$ cat src/rtl/predictor_branch.sv
// RV32I branch resolution with a PC-indexed table of 2-bit saturating counters.
// Fetch gets a combinational prediction; resolutions are registered one cycle later with statistics.
module predictor_branch #(
   parameter int XLEN     = 32,
   parameter int ENTRADAS = 16,
   parameter int CW       = 16
) (
   input  logic            clk,
   input  logic            nreset,
   input  logic [XLEN-1:0] pred_pc,
   output logic            pred_taken,
   input  logic            res_valid,
   input  logic [XLEN-1:0] res_pc,
   input  logic [2:0]      res_funct3,
   input  logic [XLEN-1:0] res_a,
   input  logic [XLEN-1:0] res_b,
   input  logic            res_pred,
   output logic            out_valid,
   output logic            z_branch,
   output logic            mispredict,
   output logic            ilegal,
   input  logic            stat_clr,
   output logic [CW-1:0]   n_branch,
   output logic [CW-1:0]   n_mispredict
);

   localparam int IW = $clog2(ENTRADAS);

   logic [1:0]    tbl [ENTRADAS];
   logic [IW-1:0] pred_idx;
   logic [IW-1:0] res_idx;
   logic          legal_p0;
   logic          taken_p0;
   logic          mis_p0;
   logic          unused_pc_bits;

   function automatic logic branch_taken(input logic [2:0]      f3,
                                         input logic [XLEN-1:0] a,
                                         input logic [XLEN-1:0] b);
      logic signed [XLEN-1:0] sa;
      logic signed [XLEN-1:0] sb;
      sa = a;
      sb = b;
      case (f3)
         3'b000:  branch_taken = (a == b);
         3'b001:  branch_taken = (a != b);
         3'b100:  branch_taken = (sa < sb);
         3'b101:  branch_taken = (sa >= sb);
         3'b110:  branch_taken = (a < b);
         3'b111:  branch_taken = (a >= b);
         default: branch_taken = 1'b0;
      endcase
   endfunction

   function automatic logic [1:0] sat_ctr2(input logic [1:0] c, input logic up);
      if (up) sat_ctr2 = (c == 2'b11) ? c : c + 2'd1;
      else    sat_ctr2 = (c == 2'b00) ? c : c - 2'd1;
   endfunction

   function automatic logic [CW-1:0] sat_inc(input logic [CW-1:0] c);
      sat_inc = (&c) ? c : c + CW'(1);
   endfunction

   // Word-aligned PCs: bits [1:0] and everything above the index are don't-care
   assign pred_idx       = pred_pc[IW+1:2];
   assign res_idx        = res_pc[IW+1:2];
   assign unused_pc_bits = ^{pred_pc[1:0], pred_pc[XLEN-1:IW+2], res_pc[1:0], res_pc[XLEN-1:IW+2]};

   // Stage p0: combinational lookup and condition evaluation
   assign pred_taken = tbl[pred_idx][1];

   always_comb begin
      legal_p0 = (res_funct3[2:1] != 2'b01);
      taken_p0 = legal_p0 & branch_taken(res_funct3, res_a, res_b);
      mis_p0   = legal_p0 & (taken_p0 ^ res_pred);
   end

   always_ff @(posedge clk or negedge nreset) begin
      if (!nreset) begin
         for (int i = 0; i < ENTRADAS; i++) tbl[i] <= 2'b01;
      end else if (res_valid && legal_p0) begin
         tbl[res_idx] <= sat_ctr2(tbl[res_idx], taken_p0);
      end
   end

   // Stage p1: registered resolution, held for a single cycle
   always_ff @(posedge clk or negedge nreset) begin
      if (!nreset) begin
         out_valid  <= 1'b0;
         z_branch   <= 1'b0;
         mispredict <= 1'b0;
         ilegal     <= 1'b0;
      end else begin
         out_valid  <= res_valid;
         z_branch   <= res_valid & taken_p0;
         mispredict <= res_valid & mis_p0;
         ilegal     <= res_valid & ~legal_p0;
      end
   end

   always_ff @(posedge clk or negedge nreset) begin
      if (!nreset) begin
         n_branch     <= '0;
         n_mispredict <= '0;
      end else if (stat_clr) begin
         n_branch     <= '0;
         n_mispredict <= '0;
      end else if (res_valid && legal_p0) begin
         n_branch <= sat_inc(n_branch);
         if (mis_p0) n_mispredict <= sat_inc(n_mispredict);
      end
   end

endmodule
$ cat config.mk
export PLATFORM = sky130hd
export DESIGN_NAME = predictor_branch
export DESIGN_NICKNAME = d
export VERILOG_FILES = /design/src/rtl/predictor_branch.sv
export SDC_FILE = /design/constraint.sdc
export NUM_CORES = 1
export LEC_CHECK = 0
export BUFFER_PORTS_ARGS = -buffer_cell sky130_fd_sc_hd__buf_4
export CAP_MARGIN = 20
export CELL_PAD_IN_SITES_DETAIL_PLACEMENT = 1
export CELL_PAD_IN_SITES_GLOBAL_PLACEMENT = 2
export CORE_AREA = 2 2 125 127
export DETAILED_ROUTE_END_ITERATION = 7
export DIE_AREA = 0 0 127 129
export GPL_ROUTABILITY_DRIVEN = 0
export MAX_ROUTING_LAYER = met4
export PLACE_DENSITY_LB_ADDON = 0.1
export SETUP_SLACK_MARGIN = 0.2
export SYNTH_ARGS = -nofsm -noshare
export SYNTH_HDL_FRONTEND = slang
export SYNTH_SLANG_ARGS = --single-unit
$ cat constraint.sdc
create_clock -name clk -period 6.3 [get_ports clk]
set_input_delay 0.315 -clock clk [delete_from_list [all_inputs] [get_ports clk]]
set_output_delay 0.315 -clock clk [all_outputs]
set_load 0.03 [all_outputs]
# Word level (Yosys, flattened, before mapping)
# Cells that the tools add are included.
[op_classes]
add_sub_neg = 4
magnitude_cmp = 7
n_eq_ne = 11
mux = 21
bitwise = 9
reduce_logical = 10
[op_table]
columns = ["cell", "n"]
rows = [
  ["two-way mux 16 bit", 7],
  [">= comparator 32 bit", 2],
  ["less-than comparator 32 bit", 2],
  ["adder 16 x 1 -> 16 bit (second input constant)", 2],
  ["bitwise mux 32 bit", 1],
  ["== test 32 bit", 1],
  ["inequality test 32 bit", 1],
  ["AND reduction 16 bit", 2],
  ["two-way mux 2 bit", 9],
  ["binary-select mux 2 bit (select 4 bit)", 2],
  ["== test 3 bit (second input constant)", 4],
  [">= comparator 5 bit (second input constant)", 2],
  ["inverter 4 -> 5 bit", 2],
  ["demux 2 bit (select 4 bit)", 1],
  ["case mux 1 bit (6 select lines)", 1],
  ["bitwise AND 1 bit", 5],
  ["less-than comparator 5 x 1 -> 1 bit (second input constant)", 1],
  ["inequality test 2 bit (second input constant)", 2],
  ["nonzero test 2 bit", 2],
  ["== test 3 x 1 -> 1 bit (second input constant)", 1],
  ["logical NOT 3 bit", 1],
  ["AND reduction 3 bit", 1],
  ["adder 2 x 1 -> 2 bit (second input constant)", 1],
  ["== test 2 bit (second input constant)", 1],
  ["7 further kinds", 8],
]
[totals]
register_bits = 68
inputBits = 136
out_inout_bits = 37
elab_cells = 84

# Longest topological paths before layout
# Gate-level depths: netlist of run 1.
[logic_depth]
depth_word = 9
mapped_depth = 12
ltp_nobuf = 11

# Worst setup path after synthesis of run 1
# OpenSTA, ideal clock, no wires.
[synth_timing]
path_kind = "input -> register"
from = "input res_b[31]"
to = "register n_mispredict[4]"
setup_ps = 127
arrival_ps = 2775
t_required_ps = 6173
path_slack_ps = 3397
path_stages = 11
path_buffers = 1
cell_sequence = "inv_1 ha_1 nand4_2 nor4_4 nand4_1 a211oi_1 nand3_1 nor2_2 buf_4 mux2_1 mux2_1"
[synth_between]
elab_chain_cells = 7
elab_cells_between_ends = 12
classes_between = "order compare (4); eq/ne (2); mux (1); bitwise (3); reduce/logical (2)"
[synth_rtl]
columns = ["element", "line_no", "text"]
rows = [
  ["from (decl)", "16", "input logic [XLEN-1:0] res_b,"],
  [">= comparator 32 bit (tied with other cells)", "50", "3'b111: branch_taken = (a >= b);"],
  ["case mux 1 bit (6 select lines) (*)", "44", "case (f3)"],
  ["bitwise AND 1 bit (*)", "74", "taken_p0 = legal_p0 & branch_taken(res_funct3, res_a, res_b);"],
  ["XOR 1 bit (*)", "75", "mis_p0 = legal_p0 & (taken_p0 ^ res_pred);"],
  ["bitwise AND 1 bit (*)", "75", ""],
  ["nonzero test 2 bit (no source line) (*)", "--", ""],
  ["AND reduction 3 bit (no source line) (*)", "--", ""],
  ["to (signal assigned)", "110", "if (mis_p0) n_mispredict <= sat_inc(n_mispredict);"],
  ["to (decl)", "24", "output logic [CW-1:0] n_mispredict"],
]
# Every way passes the cells marked *; elsewhere a longest branch is shown, timed or not.
# A chain may end at the register's enable or synchronous reset.

# Final worst setup path of run 1
[layout_timing]
from = "input res_a[31]"
to = "register n_mispredict[0]"
[layout_between]
elab_chain_cells = 7
elab_cells_between_ends = 12
classes_between = "order compare (4); eq/ne (2); mux (1); bitwise (3); reduce/logical (2)"
[layout_rtl]
columns = ["element", "line_no", "text"]
rows = [
  ["from (decl)", "15", "input logic [XLEN-1:0] res_a,"],
  [">= comparator 32 bit (tied with other cells)", "50", ""],
  ["case mux 1 bit (6 select lines) (*)", "44", ""],
  ["bitwise AND 1 bit (*)", "74", ""],
  ["XOR 1 bit (*)", "75", ""],
  ["bitwise AND 1 bit (*)", "75", ""],
  ["nonzero test 2 bit (no source line) (*)", "--", ""],
  ["AND reduction 3 bit (no source line) (*)", "--", ""],
]
# Marked as above.

==> results.json, run 1 <==
{
  "fp.coreArea_um2": 15000,
  "synth_cell_type_count": 52,
  "startpoint": "res_a[31]",
  "finClkSkew_ns": 0.00585,
  "total_power_uw": 1380,
  "drc": 0,
  "maxCapViolCount": 0,
  "fin_nets": 752,
  "synth_top_area_share_pct": 27.4,
  "slew_headroom_pct": 42.2,
  "numCtsBuffers": 9,
  "worst_path_largest_cell_delay_ns": 0.71,
  "initial_core_util_pct": 31.7,
  "antenna_found_initial": 0,
  "synth_area_leaders": "dfrtp_1 27%, ha_1 9.0%, dfstp_2 8.9%",
  "cts_setup_buffers": 0,
  "period_needed_ns": 3.33,
  "yosys.area.top_type": "dfrtp_1",
  "synth-edff-count": 0,
  "die_h_um": 129,
  "routedWlPerCell_um": 16.0,
  "die_area_um2": 16400,
  "cts_resized": 0,
  "gr-total-overflow": 0,
  "swShare_pct": 26.4,
  "crit_path_cell_trace": "buf_4, ha_1, nand4_2, nor4_4, nand4_1, a211oi_1, nand3_1, nor2_2, mux2_2, mux2_1",
  "reg2reg_depth": 9,
  "p_clk_share_pct": 40.6,
  "p_sw_uw": 364,
  "final_cell_mix": "116 x buf_4, 52 x dfrtp_1, 51 x nor2_1, 36 x inv_1",
  "synthFlopType": "dfrtp_1",
  "worst_slew_pin_slew_ns": 0.866,
  "syn-instance-count": 473,
  "seqPwrFrac_pct": 39.2,
  "cts_sinks": 68,
  "endpoint_kind": "flop",
  "postLayoutCoreUtil_pct": 40.7,
  "fin_setup_tns_ns": 0,
  "io-pin-count": 173,
  "dr.pass1.iters": 4,
  "hold_path_class": "in2async",
  "pre_cts_ws_ns": 2.54,
  "drive_gt1_share_pct": 35.4,
  "via_per_inst": 5.07,
  "path_clk_slew_ns": 0.05,
  "dp_cells": 759,
  "p_comb_share_pct": 20.2,
  "portBuffers": 116,
  "layout_setup_ws_ns": 2.97,
  "hold_buffers": 0,
  "grt_use_total_pct": 16.7,
  "status": "finished clean",
  "power.internal_uw": 1010,
  "num_rows": 45,
  "cellPowerDensity_nw_per_um2": 226,
  "n_antenna_cell": 0,
  "peakVddDrop_mv": 0.111,
  "critPathArrivalTime_ns": 3.55,
  "syn-mean-instance-area_um2": 10.0,
  "r2r-start": "n_mispredict[2]",
  "final-setup-viol-count": 0,
  "rsz0062_at_grt": "no",
  "fillers": 1694,
  "hold_viol": 0,
  "grt_pass1_wl_um": 21100,
  "critPathKind": "in2reg",
  "cts_tree": "yes",
  "drv_slew": 0,
  "place_hpwl_um": 9580,
  "clock_latency_ns": 0.34,
  "synthesis.area_um2": 4750,
  "cp_data_required_time_ns": 6.52,
  "htree_levels": 3,
  "leakage_uw": 0.00288,
  "fin_cells": 775,
  "ant_nets": 0,
  "final_common_cell": "buf_4",
  "syn_nets": 643,
  "grt_max_degree": 69,
  "synthArstFlopShare_pct": 100,
  "finalWirelength_um": 12400,
  "die_x_um": 127,
  "syn_to_final_growth_pct": 28.6,
  "slowest_stage": "nor2_2",
  "yosys_register_bits": 68,
  "fin_crit_sh_pct": 52.9,
  "synth_seq_area_share_pct": 36.3,
  "drt-initial-drc-count": 126,
  "yosysWarnings": 0,
  "crit_fanout": 14,
  "vias": 3928,
  "first_global_vias": 4206,
  "cts_buffer_depth": 2,
  "cts-root-buf": "clkbuf_16",
  "cp-start-kind": "input port",
  "max_freq_mhz": 300
}
## cell type report
cell class	count	area (um2)	share of cell area, %
clock buffer	11	243	3.98
clock inverter	5	83.8	1.37
inverter	36	135	2.21
multi-input combinational	351	2810	46.1
sequential	68	1720	28.2
tap	188	235	3.86
timing repair buffer	116	871	14.3
## final timing paths
check / endpoint / slack, ns
min reg2reg: tbl[17] / 0.53
min: n_mispredict[8] / 0.1
max in group asynchronous: n_branch[3] / 5.65
max: n_mispredict[0] / 2.97
min in group clk: out_valid / 0.11
max reg2reg: n_mispredict[4] / 2.97
## per-stage QoR
| step | hold slack (ns) | area (um2) |
|---|---|---|
| after floorplan | 0.0194 | 4750 |
| after global placement | 0.451 | 5770 |
| after detailed placement | 0.460 | 5770 |
| after CTS | 0.0953 | 6100 |
| after global routing | 0.0986 | 6100 |
| final | 0.0968 | 6100 |
## power by group through the flow
stage	clock, uW	sequential [uW]	combinational, uW
after floorplan	0	545	177
after global placement	0	544	274
after detailed placement	0	549	283
after CTS	578	541	284
after global routing	600	548	310
final	560	540	279
## cells by family after synthesis
| kind of cell | share of synthesized area (%) |
|---|---|
| AOI/OAI and AO/OA | 5.19 |
| buffers and inverters | 4.48 |
| xor gates and xnor gates | 2.77 |
| adders and majority gates | 9.44 |
| muxes | 21.1 |
| and+or+nand+nor | 20.7 |
| DFF | 36.3 |
## cell usage after synthesis (8+ instances only)
cell	count
clkbuf_1	9
ha_1	34
dfstp_2	16
nor3_1	23
dfrtp_1	52
nand4_1	17
nand2_1	26
mux4_2	15
nor2_1	51
xor2_1	11
inv_1	36
nor2b_1	17
nand3_1	12
mux2_2	34
o21ai_0	8
a21oi_1	16
mux2_1	16
mux2i_1	10
## layer usage
layer / routed length, um / track usage (%)
met4: 195 / 6.08
met1: 5790 / 21.7
met5: 0 / -
met2: 5820 / 25.9
met3: 628 / 3.49
## critical path, delay by kind of cell
family | cells | cell delay (ns)
simple gates | 5 | 1.73
fa+ha+maj | 1 | 0.38
mux | 2 | 0.75
compound gates | 1 | 0.27
buf+inv | 1 | 0.11
## flip-flops by register name (all words and copies together) (netlist names)
register	count
n_mispredict	16
ilegal	1
tbl	32
n_branch	16
out_valid	1
mispredict	1
z_branch	1
(Power assumes the default switching activity.)
==> run 2, diff against run 1 <==
--- a/config.mk
+++ b/config.mk
@@ -9,9 +9,9 @@
 export CAP_MARGIN = 20
 export CELL_PAD_IN_SITES_DETAIL_PLACEMENT = 1
 export CELL_PAD_IN_SITES_GLOBAL_PLACEMENT = 2
-export CORE_AREA = 2 2 125 127
+export CORE_AREA = 2 2 129 131
 export DETAILED_ROUTE_END_ITERATION = 7
-export DIE_AREA = 0 0 127 129
+export DIE_AREA = 0 0 131 133
 export GPL_ROUTABILITY_DRIVEN = 0
 export MAX_ROUTING_LAYER = met4
 export PLACE_DENSITY_LB_ADDON = 0.1
==> constraint.sdc (replaced) <==
create_clock -name clk -period 3.44 [get_ports clk]
set_input_delay 0.172 -clock clk [delete_from_list [all_inputs] [get_ports clk]]
set_output_delay 0.172 -clock clk [all_outputs]
set_load 0.03 [all_outputs]
==> run 2 against run 1 <==
Sequential share of layout area decreased by 0.49 points. Global-route usage is 0.50 points lower. Highest routed layer unchanged. Via count up 0.64%. Non-clock buffer count rose by 7. Count of clock-buffer cells in the layout grew 1. Power is 82% higher. Largest cell class unchanged. Clock skew is 0.00061 ns higher. Sequential power up 84%. Die area rose by 6.3%. Register-to-register slack got worse by 2.5 ns. Largest power group unchanged. Combinational power increased by 86%.
==> results.json, run 2 (synthesis gave the netlist of run 1 again) <==
{
  "worst_path_largest_cell_delay_ns": 0.50,
  "cts_buffer_depth": 2,
  "fillers": 1839,
  "place_hpwl_um": 9850,
  "fin_nets": 759,
  "cp_data_required_time_ns": 3.66,
  "numCtsBuffers": 9,
  "rsz0062_at_grt": "no",
  "n_antenna_cell": 0,
  "reg2reg_depth": 10,
  "critPathKind": "reg2reg",
  "drive_gt1_share_pct": 35.7,
  "slowest_stage": "dfrtp_1",
  "worst_slew_pin_slew_ns": 0.884,
  "hold_end": "ilegal",
  "cts_tree": "yes",
  "die_h_um": 133,
  "grt_pass1_wl_um": 21400,
  "io-pin-count": 173,
  "endpoint_kind": "flop",
  "ant_nets": 0,
  "hold_depth": 3,
  "grt_max_degree": 69,
  "htree_levels": 3,
  "leakage_uw": 0.00292,
  "die_x_um": 131,
  "largest_reg_flops": 32,
  "hold_viol": 0,
  "gr-total-overflow": 0,
  "critPathTopFamily": "simple AND/OR/NAND/NOR gates",
  "antenna_found_initial": 0,
  "cts_sinks": 68,
  "slew_headroom_pct": 41.1,
  "fp.coreArea_um2": 16200,
  "regToRegSetupSlack_ns": 0.46,
  "finClkSkew_ns": 0.00646,
  "timing.critical_path.buf_inv": 1,
  "drv_slew": 0,
  "fin_area_um2": 6210,
  "num_rows": 47,
  "reg2reg_to": "n_mispredict[4]",
  "cts_setup_buffers": 0,
  "cp-start-kind": "flop",
  "via_per_inst": 4.86,
  "peakVddDrop_mv": 0.263,
  "final_cell_mix": "120 x buf_4, 52 x dfrtp_1, 51 x nor2_1, 36 x inv_1",
  "maxCapViolCount": 0,
  "grt_use_total_pct": 16.2,
  "vias": 3953,
  "portBuffers": 116,
  "hold_path_class": "in2reg",
  "drc": 0,
  "cts-root-buf": "clkbuf_16",
  "finalWirelength_um": 12800,
  "final-setup-viol-count": 0,
  "die_area_um2": 17400,
  "crit_fanout": 9,
  "path_clk_slew_ns": 0.05,
  "clock_latency_ns": 0.33,
  "r2r-start": "n_mispredict[2]",
  "crit_path_cell_trace": "and4_1, and3_1, nand4_1, nor2_1, nand4_1, nor2_4, buf_4, nor3_1, mux2_1, mux2_1",
  "hp-start": "res_funct3[2]",
  "max_freq_mhz": 336,
  "routedWlPerCell_um": 15.7,
  "largest-register": "tbl",
  "cellPowerDensity_nw_per_um2": 405,
  "critPathArrivalTime_ns": 3.19,
  "first_global_vias": 4197,
  "fin_setup_tns_ns": 0,
  "post_dp_cell_area_um2": 5860,
  "period_needed_ns": 2.98,
  "drt-initial-drc-count": 100,
  "syn_to_final_growth_pct": 30.8,
  "initial_core_util_pct": 29.3,
  "top_regs": "tbl x32, n_branch x16, n_mispredict x16",
  "final_common_cell": "buf_4",
  "fin_crit_sh_pct": 86.5,
  "dr.pass1.iters": 4,
  "status": "finished clean"
}
==> run 2: tightest hold or removal path: cells and delay by family <==
kind / cells / cell delay, ns
buffers and inverters: 1 / 0.12
AND/OR/NAND/NOR: 2 / 0.20
==> run 2: power by group <==
part           internal (uW)  total, uW  leakage, uW  switching (uW)
logic                    273        520      0.00188             246
registers                937        992     0.000885            55.5
clock network            655       1000     0.000157             348
total                   1860       2510      0.00292             650
==> run 2: metrics by stage <==
stage / worst slack (ns) / util (%) / cells / power (uW) / hold WS, ns
2_1_floorplan: 0.680 / - / 473 / 1320 / -0.124
3_3_place_gp: 0.257 / 36.3 / 796 / 1510 / 0.309
3_5_place_dp: 0.175 / 36.3 / 796 / 1530 / 0.311
4_1_cts: 0.394 / 38.4 / 814 / 2560 / 0.188
5_1_grt: 0.233 / 38.4 / 814 / 2660 / 0.223
6_report: 0.463 / 38.4 / 814 / 2510 / 0.202
==> run 2: area by class of cell <==
cell class                 count  area [um2]  share of cell area (%)
clock inverter                 4        73.8                    1.19
sequential                    68        1720                    27.7
multi-input combinational    351        2820                    45.4
timing repair buffer         123         941                    15.2
clock buffer                  12         246                    3.97
inverter                      36         135                    2.18
tap                          220         275                    4.43
==> run 2: how the worst max path moves through the flow <==
stage	cells after the start	end	from	slack [ns]
after floorplan	11	n_mispredict[4]	res_b[31]	0.68
after global placement	10	n_mispredict[8]	res_a[31]	0.26
after detailed placement	10	n_mispredict[8]	res_a[31]	0.17
after CTS	10	n_mispredict[4]	n_mispredict[2]	0.39
after global routing	10	n_mispredict[4]	n_mispredict[2]	0.23
final	10	n_mispredict[4]	n_mispredict[2]	0.46
==> run 2: metal layers <==
metal,track usage (%),share of wire [%]
met1,20.3,46
met3,3.52,4.6
met5,-,0
met2,25.8,48
met4,5.44,1.5
==> run 2: timing repair <==
item                       CTS  global route
hold buffers                 2             0
setup endpoints to repair    0             2
hold endpoints to repair    10             0
gates resized for setup      0             1
==> run 3, diff against run 2 <==
--- a/config.mk
+++ b/config.mk
@@ -5,13 +5,14 @@
 export SDC_FILE = /design/constraint.sdc
 export NUM_CORES = 1
 export LEC_CHECK = 0
+export ABC_AREA = 1
 export BUFFER_PORTS_ARGS = -buffer_cell sky130_fd_sc_hd__buf_4
 export CAP_MARGIN = 20
 export CELL_PAD_IN_SITES_DETAIL_PLACEMENT = 1
 export CELL_PAD_IN_SITES_GLOBAL_PLACEMENT = 2
-export CORE_AREA = 2 2 129 131
+export CORE_AREA = 2 2 143 145
 export DETAILED_ROUTE_END_ITERATION = 7
-export DIE_AREA = 0 0 131 133
+export DIE_AREA = 0 0 145 147
 export GPL_ROUTABILITY_DRIVEN = 0
 export MAX_ROUTING_LAYER = met4
 export PLACE_DENSITY_LB_ADDON = 0.1
==> constraint.sdc (replaced) <==
create_clock -name clk -period 2.55 [get_ports clk]
set_input_delay 0.1275 -clock clk [delete_from_list [all_inputs] [get_ports clk]]
set_output_delay 0.1275 -clock clk [all_outputs]
set_load 0.03 [all_outputs]
==> run 3 against run 2 <==
Count of clock-buffer cells in the layout down 3. Clock power is 29% higher. Highest routed layer unchanged. Routed wire length grew 18%. Power increased by 25%. First-iteration DRC count increased by 19%. Largest cell class unchanged. Via count up 16%. Global-route usage fell by 1.1 points. Critical endpoint is now n_branch[15]. Sequential power increased by 27%. Fmax increased by 38%.
==> results.json, run 3 <==
{
  "slew_headroom_pct": 35.7,
  "ant_nets": 0,
  "layout_setup_ws_ns": 0.399,
  "p_sw_uw": 929,
  "grt_max_degree": 69,
  "portBuffers": 116,
  "die_x_um": 145,
  "synth_area_leaders": "dfrtp_1 28%, nand2_1 12%, ha_1 9.2%",
  "synth.most_common_cell": "nand2_1",
  "via_per_inst": 4.46,
  "grt_use_total_pct": 15.2,
  "synth-edff-count": 0,
  "grt_pass1_wl_um": 25100,
  "swShare_pct": 29.5,
  "numCtsBuffers": 9,
  "yosys_register_bits": 68,
  "synth_cell_type_count": 40,
  "hold_slack_ns": 0.0907,
  "maxCapViolCount": 0,
  "max_freq_mhz": 465,
  "total_power_uw": 3150,
  "fp.coreArea_um2": 19800,
  "yosysWarnings": 0,
  "clock_latency_ns": 0.35,
  "cts-root-buf": "clkbuf_16",
  "n_antenna_cell": 0,
  "pre_cts_ws_ns": 0.0640,
  "finClkSkew_ns": 0.00825,
  "post_dp_cell_area_um2": 5860,
  "period_needed_ns": 2.15,
  "cp_data_required_time_ns": 2.81,
  "synthFlopType": "dfrtp_1",
  "crit_fanout": 3,
  "fin_crit_sh_pct": 84.3,
  "path_clk_slew_ns": 0.07,
  "top_regs": "tbl x32, n_branch x16, n_mispredict x16",
  "initial_core_util_pct": 23.4,
  "fin_area_um2": 6270,
  "syn-instance-count": 622,
  "largest_reg_flops": 32,
  "htree_levels": 3,
  "hold_path_class": "in2reg",
  "die_h_um": 147,
  "syn_nets": 792,
  "dr.pass1.iters": 4,
  "die_area_um2": 21300,
  "drive_gt1_share_pct": 24.9,
  "cts_buffer_depth": 2,
  "synthesis.area_um2": 4650,
  "synth_top_area_share_pct": 28.0,
  "fin_nets": 924,
  "peakVddDrop_mv": 0.315,
  "status": "finished clean",
  "fillers": 2413,
  "drt-initial-drc-count": 119,
  "critPathKind": "reg2reg",
  "largest-register": "tbl",
  "yosys.area.top_type": "dfrtp_1",
  "final_common_cell": "nand2_1",
  "final_cell_mix": "150 x nand2_1, 127 x buf_4, 91 x inv_1, 52 x dfrtp_1, 46 x o21ai_0",
  "p_clk_share_pct": 41.1,
  "antenna_found_initial": 0,
  "synthTopCellsByCount": "151 x nand2_1, 91 x inv_1, 52 x dfrtp_1, 46 x o21ai_0, 43 x nor2_1",
  "synth_seq_area_share_pct": 37.1,
  "p_comb_share_pct": 18.9,
  "num_rows": 52,
  "first_global_vias": 5031,
  "gr-total-overflow": 0,
  "drc": 0,
  "rsz0062_at_grt": "yes",
  "drv_slew": 0,
  "syn-mean-instance-area_um2": 7.47,
  "routedWlPerCell_um": 14.7,
  "leakage_uw": 0.00318,
  "critPathArrivalTime_ns": 2.41,
  "worst_slew_pin_slew_ns": 0.965,
  "cts_tree": "yes",
  "cp-start-kind": "flop",
  "endpoint_kind": "flop",
  "io-pin-count": 173,
  "hold_viol": 0,
  "cellPowerDensity_nw_per_um2": 502,
  "power.internal_uw": 2220,
  "finalWirelength_um": 15100,
  "syn_to_final_growth_pct": 35.0,
  "seqPwrFrac_pct": 40.0,
  "cts_sinks": 68,
  "vias": 4588,
  "synthArstFlopShare_pct": 100,
  "place_hpwl_um": 11500,
  "fin_setup_tns_ns": 0,
  "final-setup-viol-count": 0
}
-- run 3: what timing repair did --
action / 4_1_cts / 5_1_grt
endpoints found under the hold margin: 56 / 0
endpoints found under the setup margin: 5 / 17
hold buffers: 3 / 0
buffers inserted: 1 / 4
pin swaps: 1 / 6
gates resized for setup: 2 / 9
-- run 3: worst max-delay path, cell delays in order (launching register included) --
cell	delay (ns)
dfrtp_1	0.41
ha_2	0.20
nand2_2	0.07
inv_1	0.04
nand3_1	0.07
nor2_1	0.05
a31oi_2	0.20
nor2_2	0.07
nor2_2	0.14
nand4_1	0.15
nor2_2	0.17
nand3_2	0.12
nor2_2	0.10
a21oi_1	0.07
nor3_1	0.19
-- run 3: power by group through the flow --
stage	Clock [uW]	Combinational (uW)	Sequential (uW)
after detailed placement	0	594	1280
after CTS	1350	601	1260
after floorplan	0	320	1280
after global placement	0	573	1270
after global routing	1390	686	1270
final	1290	594	1260
-- run 3: layout make-up --
type | instances | area, um2 | share of cell area, %
well taps | 270 | 338 | 5.39
multi-input cells | 447 | 2530 | 40.3
flip-flops and latches | 68 | 1720 | 27.4
inverters | 96 | 360 | 5.75
clock buffers | 9 | 225 | 3.59
repair buffers | 132 | 1020 | 16.3
clock inverters | 7 | 76.3 | 1.22
-- run 3: path summary, 6_finish.rpt --
check / start / end / slack, ns / depth (start not counted)
setup / recovery: n_branch[1] / n_branch[15] / 0.40 / 14
hold / removal: res_funct3[1] / ilegal / 0.09 / 3
setup reg to reg: n_branch[1] / n_branch[15] / 0.40 / 14
hold reg to reg: tbl[0] / tbl[0] / 0.49 / 2
max in group asynchronous: nreset / n_branch[9] / 1.44 / 2
min in group asynchronous: nreset / tbl[7] / 0.50 / 2
-- run 3: kinds of logic (layout without fill, tap and decap cells) --
logic type               Yosys count  after routing  share of synthesized area (%)
flip-flops                        68             68                           37.1
multiplexers                       3              3                          0.646
AND/OR/NAND/NOR                  286            286                           27.5
buffers and inverters            107            244                           9.43
adder cells (fa/ha/maj)           34             34                           9.16
XOR/XNOR                          14             14                           2.64
AO/OA/AOI/OAI                    110            110                           13.5
-- run 3: per-layer routing --
| metal | up-vias | global-route usage, % | part of all wire, % |
|---|---|---|---|
| met5 | - | - | 0 |
| li1 | 2327 | - | - |
| met1 | 2189 | 17.2 | 44 |
| met4 | 0 | 3.91 | 1.2 |
| met3 | 12 | 3.01 | 3.3 |
| met2 | 60 | 27.4 | 52 |
-- run 3: stage by stage --
stage               cells  utilization [%]
finish               1029             31.6
CTS                  1025             31.3
global route         1029             31.6
global placement     1005             29.5
floorplan             622                -
detailed placement   1005             29.5
